$ cat src/rtl/load_unit.sv
// load_unit: accepts one load from EX, issues a doubleword-aligned read to
// data memory, extracts and extends the addressed lanes, and writes the
// result back through the register-file write port. One load in flight.
module load_unit #(
    parameter int CPU_WIDTH      = 64,
    parameter int REG_ADDR_WIDTH = 5,
    parameter int TIMEOUT_CYCLES = 255
) (
    input  logic                      clk,
    input  logic                      rst_n,
    // load request from EX
    input  logic                      ld_valid,
    output logic                      ld_ready,
    input  logic [CPU_WIDTH-1:0]      ld_addr,
    input  logic [2:0]                ld_funct3,
    input  logic [REG_ADDR_WIDTH-1:0] ld_rd,
    // data memory read interface
    output logic                      mem_req_valid,
    input  logic                      mem_req_ready,
    output logic [CPU_WIDTH-1:0]      mem_raddr,
    input  logic                      mem_rsp_valid,
    input  logic [CPU_WIDTH-1:0]      mem_rdata,
    // register file writeback
    output logic                      reg_wen,
    output logic [REG_ADDR_WIDTH-1:0] reg_waddr,
    output logic [CPU_WIDTH-1:0]      reg_wdata,
    // retirement status
    output logic                      ld_done,
    output logic                      ld_err
);

    localparam int NUM_BYTES = CPU_WIDTH / 8;
    localparam int NUM_HALFS = CPU_WIDTH / 16;
    localparam int NUM_WORDS = CPU_WIDTH / 32;

    // funct3 encodings for loads; bit 2 selects zero extension
    localparam logic [2:0] F3_LB  = 3'b000;
    localparam logic [2:0] F3_LH  = 3'b001;
    localparam logic [2:0] F3_LW  = 3'b010;
    localparam logic [2:0] F3_LD  = 3'b011;
    localparam logic [2:0] F3_LBU = 3'b100;
    localparam logic [2:0] F3_LHU = 3'b101;
    localparam logic [2:0] F3_LWU = 3'b110;

    localparam logic [7:0] TIMEOUT_LAST = 8'(TIMEOUT_CYCLES - 1);

    typedef enum logic [2:0] {
        S_IDLE = 3'd0,
        S_REQ  = 3'd1,
        S_WAIT = 3'd2,
        S_WB   = 3'd3,
        S_ERR  = 3'd4
    } state_t;

    state_t                      state_reg;
    state_t                      state_next;

    logic [CPU_WIDTH-1:0]        addr_reg;
    logic [2:0]                  funct3_reg;
    logic [REG_ADDR_WIDTH-1:0]   rd_reg;
    logic [CPU_WIDTH-1:0]        data_reg;
    logic [7:0]                  timeout_cnt_reg;

    logic                        accept;
    logic                        bad_req;
    logic                        timeout_hit;
    logic [CPU_WIDTH-1:0]        ext_data;

    logic [7:0]                  byte_lane [NUM_BYTES];
    logic [15:0]                 half_lane [NUM_HALFS];
    logic [31:0]                 word_lane [NUM_WORDS];
    logic [7:0]                  byte_sel;
    logic [15:0]                 half_sel;
    logic [31:0]                 word_sel;

    assign accept      = (state_reg == S_IDLE) && ld_valid;
    assign timeout_hit = (timeout_cnt_reg == TIMEOUT_LAST);

    // Classify the incoming request: misaligned for its size, or reserved funct3
    always_comb begin
        bad_req = 1'b0;
        case (ld_funct3)
            F3_LB, F3_LBU: bad_req = 1'b0;
            F3_LH, F3_LHU: bad_req = ld_addr[0];
            F3_LW, F3_LWU: bad_req = |ld_addr[1:0];
            F3_LD:         bad_req = |ld_addr[2:0];
            default:       bad_req = 1'b1;
        endcase
    end

    // State register
    always_ff @(posedge clk or negedge rst_n) begin
        if (!rst_n) begin
            state_reg <= S_IDLE;
        end else begin
            state_reg <= state_next;
        end
    end

    // Next-state logic
    always_comb begin
        state_next = state_reg;
        case (state_reg)
            S_IDLE: begin
                if (ld_valid) begin
                    state_next = bad_req ? S_ERR : S_REQ;
                end
            end
            S_REQ: begin
                if (mem_req_ready) begin
                    state_next = S_WAIT;
                end
            end
            S_WAIT: begin
                if (mem_rsp_valid) begin
                    state_next = S_WB;
                end else if (timeout_hit) begin
                    state_next = S_ERR;
                end
            end
            S_WB:    state_next = S_IDLE;
            S_ERR:   state_next = S_IDLE;
            default: state_next = S_IDLE;
        endcase
    end

    // Request context, response capture and the WAIT timeout counter
    always_ff @(posedge clk or negedge rst_n) begin
        if (!rst_n) begin
            addr_reg        <= '0;
            funct3_reg      <= '0;
            rd_reg          <= '0;
            data_reg        <= '0;
            timeout_cnt_reg <= '0;
        end else begin
            if (accept) begin
                addr_reg   <= ld_addr;
                funct3_reg <= ld_funct3;
                rd_reg     <= ld_rd;
            end
            if ((state_reg == S_REQ) && mem_req_ready) begin
                timeout_cnt_reg <= '0;
            end else if (state_reg == S_WAIT) begin
                if (mem_rsp_valid) begin
                    data_reg <= mem_rdata;
                end else begin
                    timeout_cnt_reg <= timeout_cnt_reg + 8'd1;
                end
            end
        end
    end

    // Split the captured doubleword into naturally aligned lanes
    generate
        for (genvar gi = 0; gi < NUM_BYTES; gi++) begin : g_byte_lane
            assign byte_lane[gi] = data_reg[gi*8 +: 8];
        end
        for (genvar gi = 0; gi < NUM_HALFS; gi++) begin : g_half_lane
            assign half_lane[gi] = data_reg[gi*16 +: 16];
        end
        for (genvar gi = 0; gi < NUM_WORDS; gi++) begin : g_word_lane
            assign word_lane[gi] = data_reg[gi*32 +: 32];
        end
    endgenerate

    // Alignment is already guaranteed, so the low address bits pick the lane
    assign byte_sel = byte_lane[addr_reg[2:0]];
    assign half_sel = half_lane[addr_reg[2:1]];
    assign word_sel = word_lane[addr_reg[2]];

    // Sign- or zero-extend the selected field to full width
    always_comb begin
        ext_data = data_reg;
        case (funct3_reg[1:0])
            2'b00: ext_data = {{(CPU_WIDTH-8){byte_sel[7] & ~funct3_reg[2]}}, byte_sel};
            2'b01: ext_data = {{(CPU_WIDTH-16){half_sel[15] & ~funct3_reg[2]}}, half_sel};
            2'b10: ext_data = {{(CPU_WIDTH-32){word_sel[31] & ~funct3_reg[2]}}, word_sel};
            default: ext_data = data_reg;
        endcase
    end

    // Outputs decoded from state; data buses are held at zero when idle
    always_comb begin
        ld_ready      = 1'b0;
        mem_req_valid = 1'b0;
        mem_raddr     = '0;
        reg_wen       = 1'b0;
        reg_waddr     = '0;
        reg_wdata     = '0;
        ld_done       = 1'b0;
        ld_err        = 1'b0;
        case (state_reg)
            S_IDLE: ld_ready = 1'b1;
            S_REQ: begin
                mem_req_valid = 1'b1;
                mem_raddr     = {addr_reg[CPU_WIDTH-1:3], 3'b000};
            end
            S_WB: begin
                reg_wen   = (rd_reg != '0);
                reg_waddr = rd_reg;
                reg_wdata = ext_data;
                ld_done   = 1'b1;
            end
            S_ERR: begin
                ld_done = 1'b1;
                ld_err  = 1'b1;
            end
            default: ;
        endcase
    end

endmodule

$ cat config.mk
export PLATFORM = sky130hd
export DESIGN_NAME = load_unit
export DESIGN_NICKNAME = d
export VERILOG_FILES = /design/src/rtl/load_unit.sv
export SDC_FILE = /design/constraint.sdc
export NUM_CORES = 1
export LEC_CHECK = 0
export CAP_MARGIN = 30
export CORE_MARGIN = 5
export CORE_UTILIZATION = 50
export DETAILED_ROUTE_END_ITERATION = 6
export PLACE_DENSITY = 0.95
export SYNTH_ARGS = -nofsm -noshare
export SYNTH_HDL_FRONTEND = slang
export SYNTH_SLANG_ARGS = --single-unit
$ cat constraint.sdc
create_clock -name clk -period 5.4 [get_ports clk]
set_input_delay 1.08 -clock clk [delete_from_list [all_inputs] [get_ports clk]]
set_output_delay 1.08 -clock clk [all_outputs]
set_load 0.01 [all_outputs]
==> results.tsv <==
stage	metric	value	unit
worst_setup_path	critical_path_class	reg -> out	
routing	wirelength	27.67	mm
sta	clock_skew	0.007090	ns
min_path	hp-start	addr_reg[16]	
routing	drcViolationCount	14	
worst_setup_path	crit_path_max_fanout	42	
worst_setup_path	crit_start	funct3_reg[0]	
sta	max_slew_margin	35.90	%
final_layout	final_cells	1222	
final_layout	nets	1132	
clocking	cts_buffers	17	
yosys	synth_cells	753	
sta	tightestPinTransition	0.9616	ns
grt	overflow	0	
final_layout	layout-area-overhead-vs-synth	41.32	%
final_layout	fin_area	11740	um2
clocking	postCtsSetupBuffers	0	
clocking	worstSkewPairLatency	0.43	ns
routing	postRouteAntennaNets	0	
floorplan	io_pins	279	
clocking	h-tree-depth	4	
power	pwr_density_cell	563.3	nW/um2
clocking	clk_path_buf_depth	2	
final_layout	drive_gt1_share	21.66	%
worst_setup_path	cp.required	4.32	ns
floorplan	die_h	138.9	um
worst_setup_path	start_kind	register	
placed_design	gp_congestion	0.9447	
final_layout	fin_util	71.29	%
routing	viasPerCell	6.034	
yosys	avgSynthCellArea	11.03	um2
clocking	clk_pin_slew	0.07	ns
placed_design	dpl.cell_count	1189	
grt	track_usage	28.20	%
routing	first_iter_violations	856	
clocking	cts_sinks	147	
yosys	async_flop_share	100.0	%
flow_run	max_cap_viol_count	0	
floorplan	dieArea	19290	um2
power	max-vdd-ir-drop	0.3352	mV
yosys	yosysSeqAreaShare	44.28	%
final_layout	final_cell_mix	clkdlybuf4s50_1 (274), dfrtp_1 (146), mux2_2 (139)	
sta	rsz0062_at_grt	no	
clocking	clockRootBuffer	clkbuf_16	
worst_setup_path	critPathCaptureType	output port	
final_layout	diodes	0	
grt	grt_pass1_vias	7735	
routing	routed-via-count	7373	
sta	drv_slew	0	
routing	drtPass1Iterations	7	
yosys	synth_area	8307	um2
sta	tns	0	ns
grt	grt_max_degree	77	
routing	wl_per_cell	22.64	um
floorplan	initial_core_util	50.45	%
clocking	cts_tree	yes	
sta	hold_viol	0	
min_path	worstHoldPathType	reg -> reg	
sta	max_freq	229.4	MHz
run_status	status	finished, violations left	
grt	antenna_found_initial	0	
clocking	cts_resized	0	
yosys	yosys_warnings	0	
sta	holdWs	0.4977	ns
final_layout	final_common_cell	clkdlybuf4s50_1	
yosys	yosysUniqueCellTypes	49	
final_layout	fillers	1149	
run_status	violations	design-rule violations	
power	cellLeakagePower	4.608	nW
placed_design	dpl-instance-area	11110	um2
sta	finalSetupViolCount	0	
floorplan	core_area	16470	um2
worst_setup_path	timing.rr.start	state_reg[0]	
yosys	synth_flop_cell	dfrtp_1	
grt	grt_pass1_wl	43.24	mm
placed_design	hpwl	19.83	mm
clocking	cts_hold_buf	0	
yosys	ys_ff_latch	147	
floorplan	fp-row-count	47	
sta	final.min_clock_period	4.360	ns
yosys	synth-edff-count	0	
worst_setup_path	worstPathArrival	3.28	ns
sta	min_period_over_period	80.74	%
floorplan	die_x	138.9	um
placed_design	portBuffers	275	
==> synthesized netlist by cell type, types with 3 or more instances <==
master	count	area, um2
mux2_2	139	1565
dfrtp_1	147	3679
nand3_1	4	20.02
clkbuf_1	38	142.6
buf_2	19	95.09
a22o_1	7	61.31
buf_4	7	52.55
o211ai_1	7	52.55
nor2b_1	4	25.02
inv_1	7	26.28
mux4_2	15	337.8
nand2b_1	17	106.4
buf_6	3	33.78
o221a_2	8	90.09
and2_1	70	437.9
o32ai_1	7	61.31
a21oi_1	74	370.4
o21ai_0	56	280.3
nor2_1	20	75.07
a222oi_1	7	70.07
buf_1	5	18.77
mux2i_1	24	240.2
a22oi_1	8	60.06
xor2_1	6	52.55
nand2_1	21	78.83
nor3_1	3	15.01
==> power breakdown <==
group          leakage, nW  switching [mW]  internal [mW]  total, mW
clock                0.298           0.531          0.704       1.23
sequential            1.76           0.635           1.65       2.28
combinational         2.55            1.47           1.63       3.10
==> per-stage QoR <==
stage / setup WS (ns) / power, mW
2_1_floorplan: 2.508 / 4.189
3_3_place_gp: 1.613 / 5.142
3_5_place_dp: 1.542 / 5.280
4_1_cts: 1.077 / 6.566
5_1_grt: 0.9377 / 6.966
6_report: 1.040 / 6.613
==> path summary, 6_finish.rpt <==
check | to | slack [ns] | cells after the start
max | reg_wdata[47] | 1.04 | 6
min | addr_reg[16] | 0.50 | 1
max reg2reg | addr_reg[58] | 2.97 | 3
min reg2reg | addr_reg[16] | 0.50 | 1
max in group asynchronous | addr_reg[6] | 3.67 | 2
min in group asynchronous | data_reg[9] | 0.63 | 1
==> critical path: stages (launching register included) <==
cell,delay [ns]
dfrtp_1,0.60
nor2_1,0.55
o21a_1,0.27
a32oi_2,0.22
buf_12,0.24
a221oi_1,0.36
clkdlybuf4s50_1,0.61
==> logic make-up (layout without fill, tap and decap cells) <==
| group | count (synthesis) | in the layout | share of synthesized area (%) |
|---|---|---|---|
| adder cells (fa/ha/maj) | 2 | 2 | 0.3012 |
| buffers and inverters | 79 | 326 | 4.444 |
| flip-flops | 147 | 147 | 44.28 |
| XOR/XNOR | 6 | 6 | 0.6326 |
| multiplexers | 178 | 178 | 25.80 |
| other | 1 | 3 | 0.04514 |
| AO/OA/AOI/OAI | 188 | 188 | 14.05 |
| AND/OR/NAND/NOR | 152 | 152 | 10.44 |
==> per-layer routing <==
metal  global-route usage (%)  wire length [um]
met5                        0                 0
met4                    13.03              1283
met3                    9.931              3135
met2                    48.27             13610
met1                    31.61              9638
==> layout make-up <==
cell class | instances | area (um2) | share of cell area (%)
multi-input combinational | 529 | 4275 | 36.42
sequential | 147 | 3680 | 31.35
timing repair buffer | 287 | 2869 | 24.44
clock buffer | 17 | 425.4 | 3.624
tap | 220 | 275.3 | 2.345
clock inverter | 15 | 187.7 | 1.599
inverter | 7 | 26.28 | 0.2238
No activity file was read; power rests on OpenSTA's default activity.
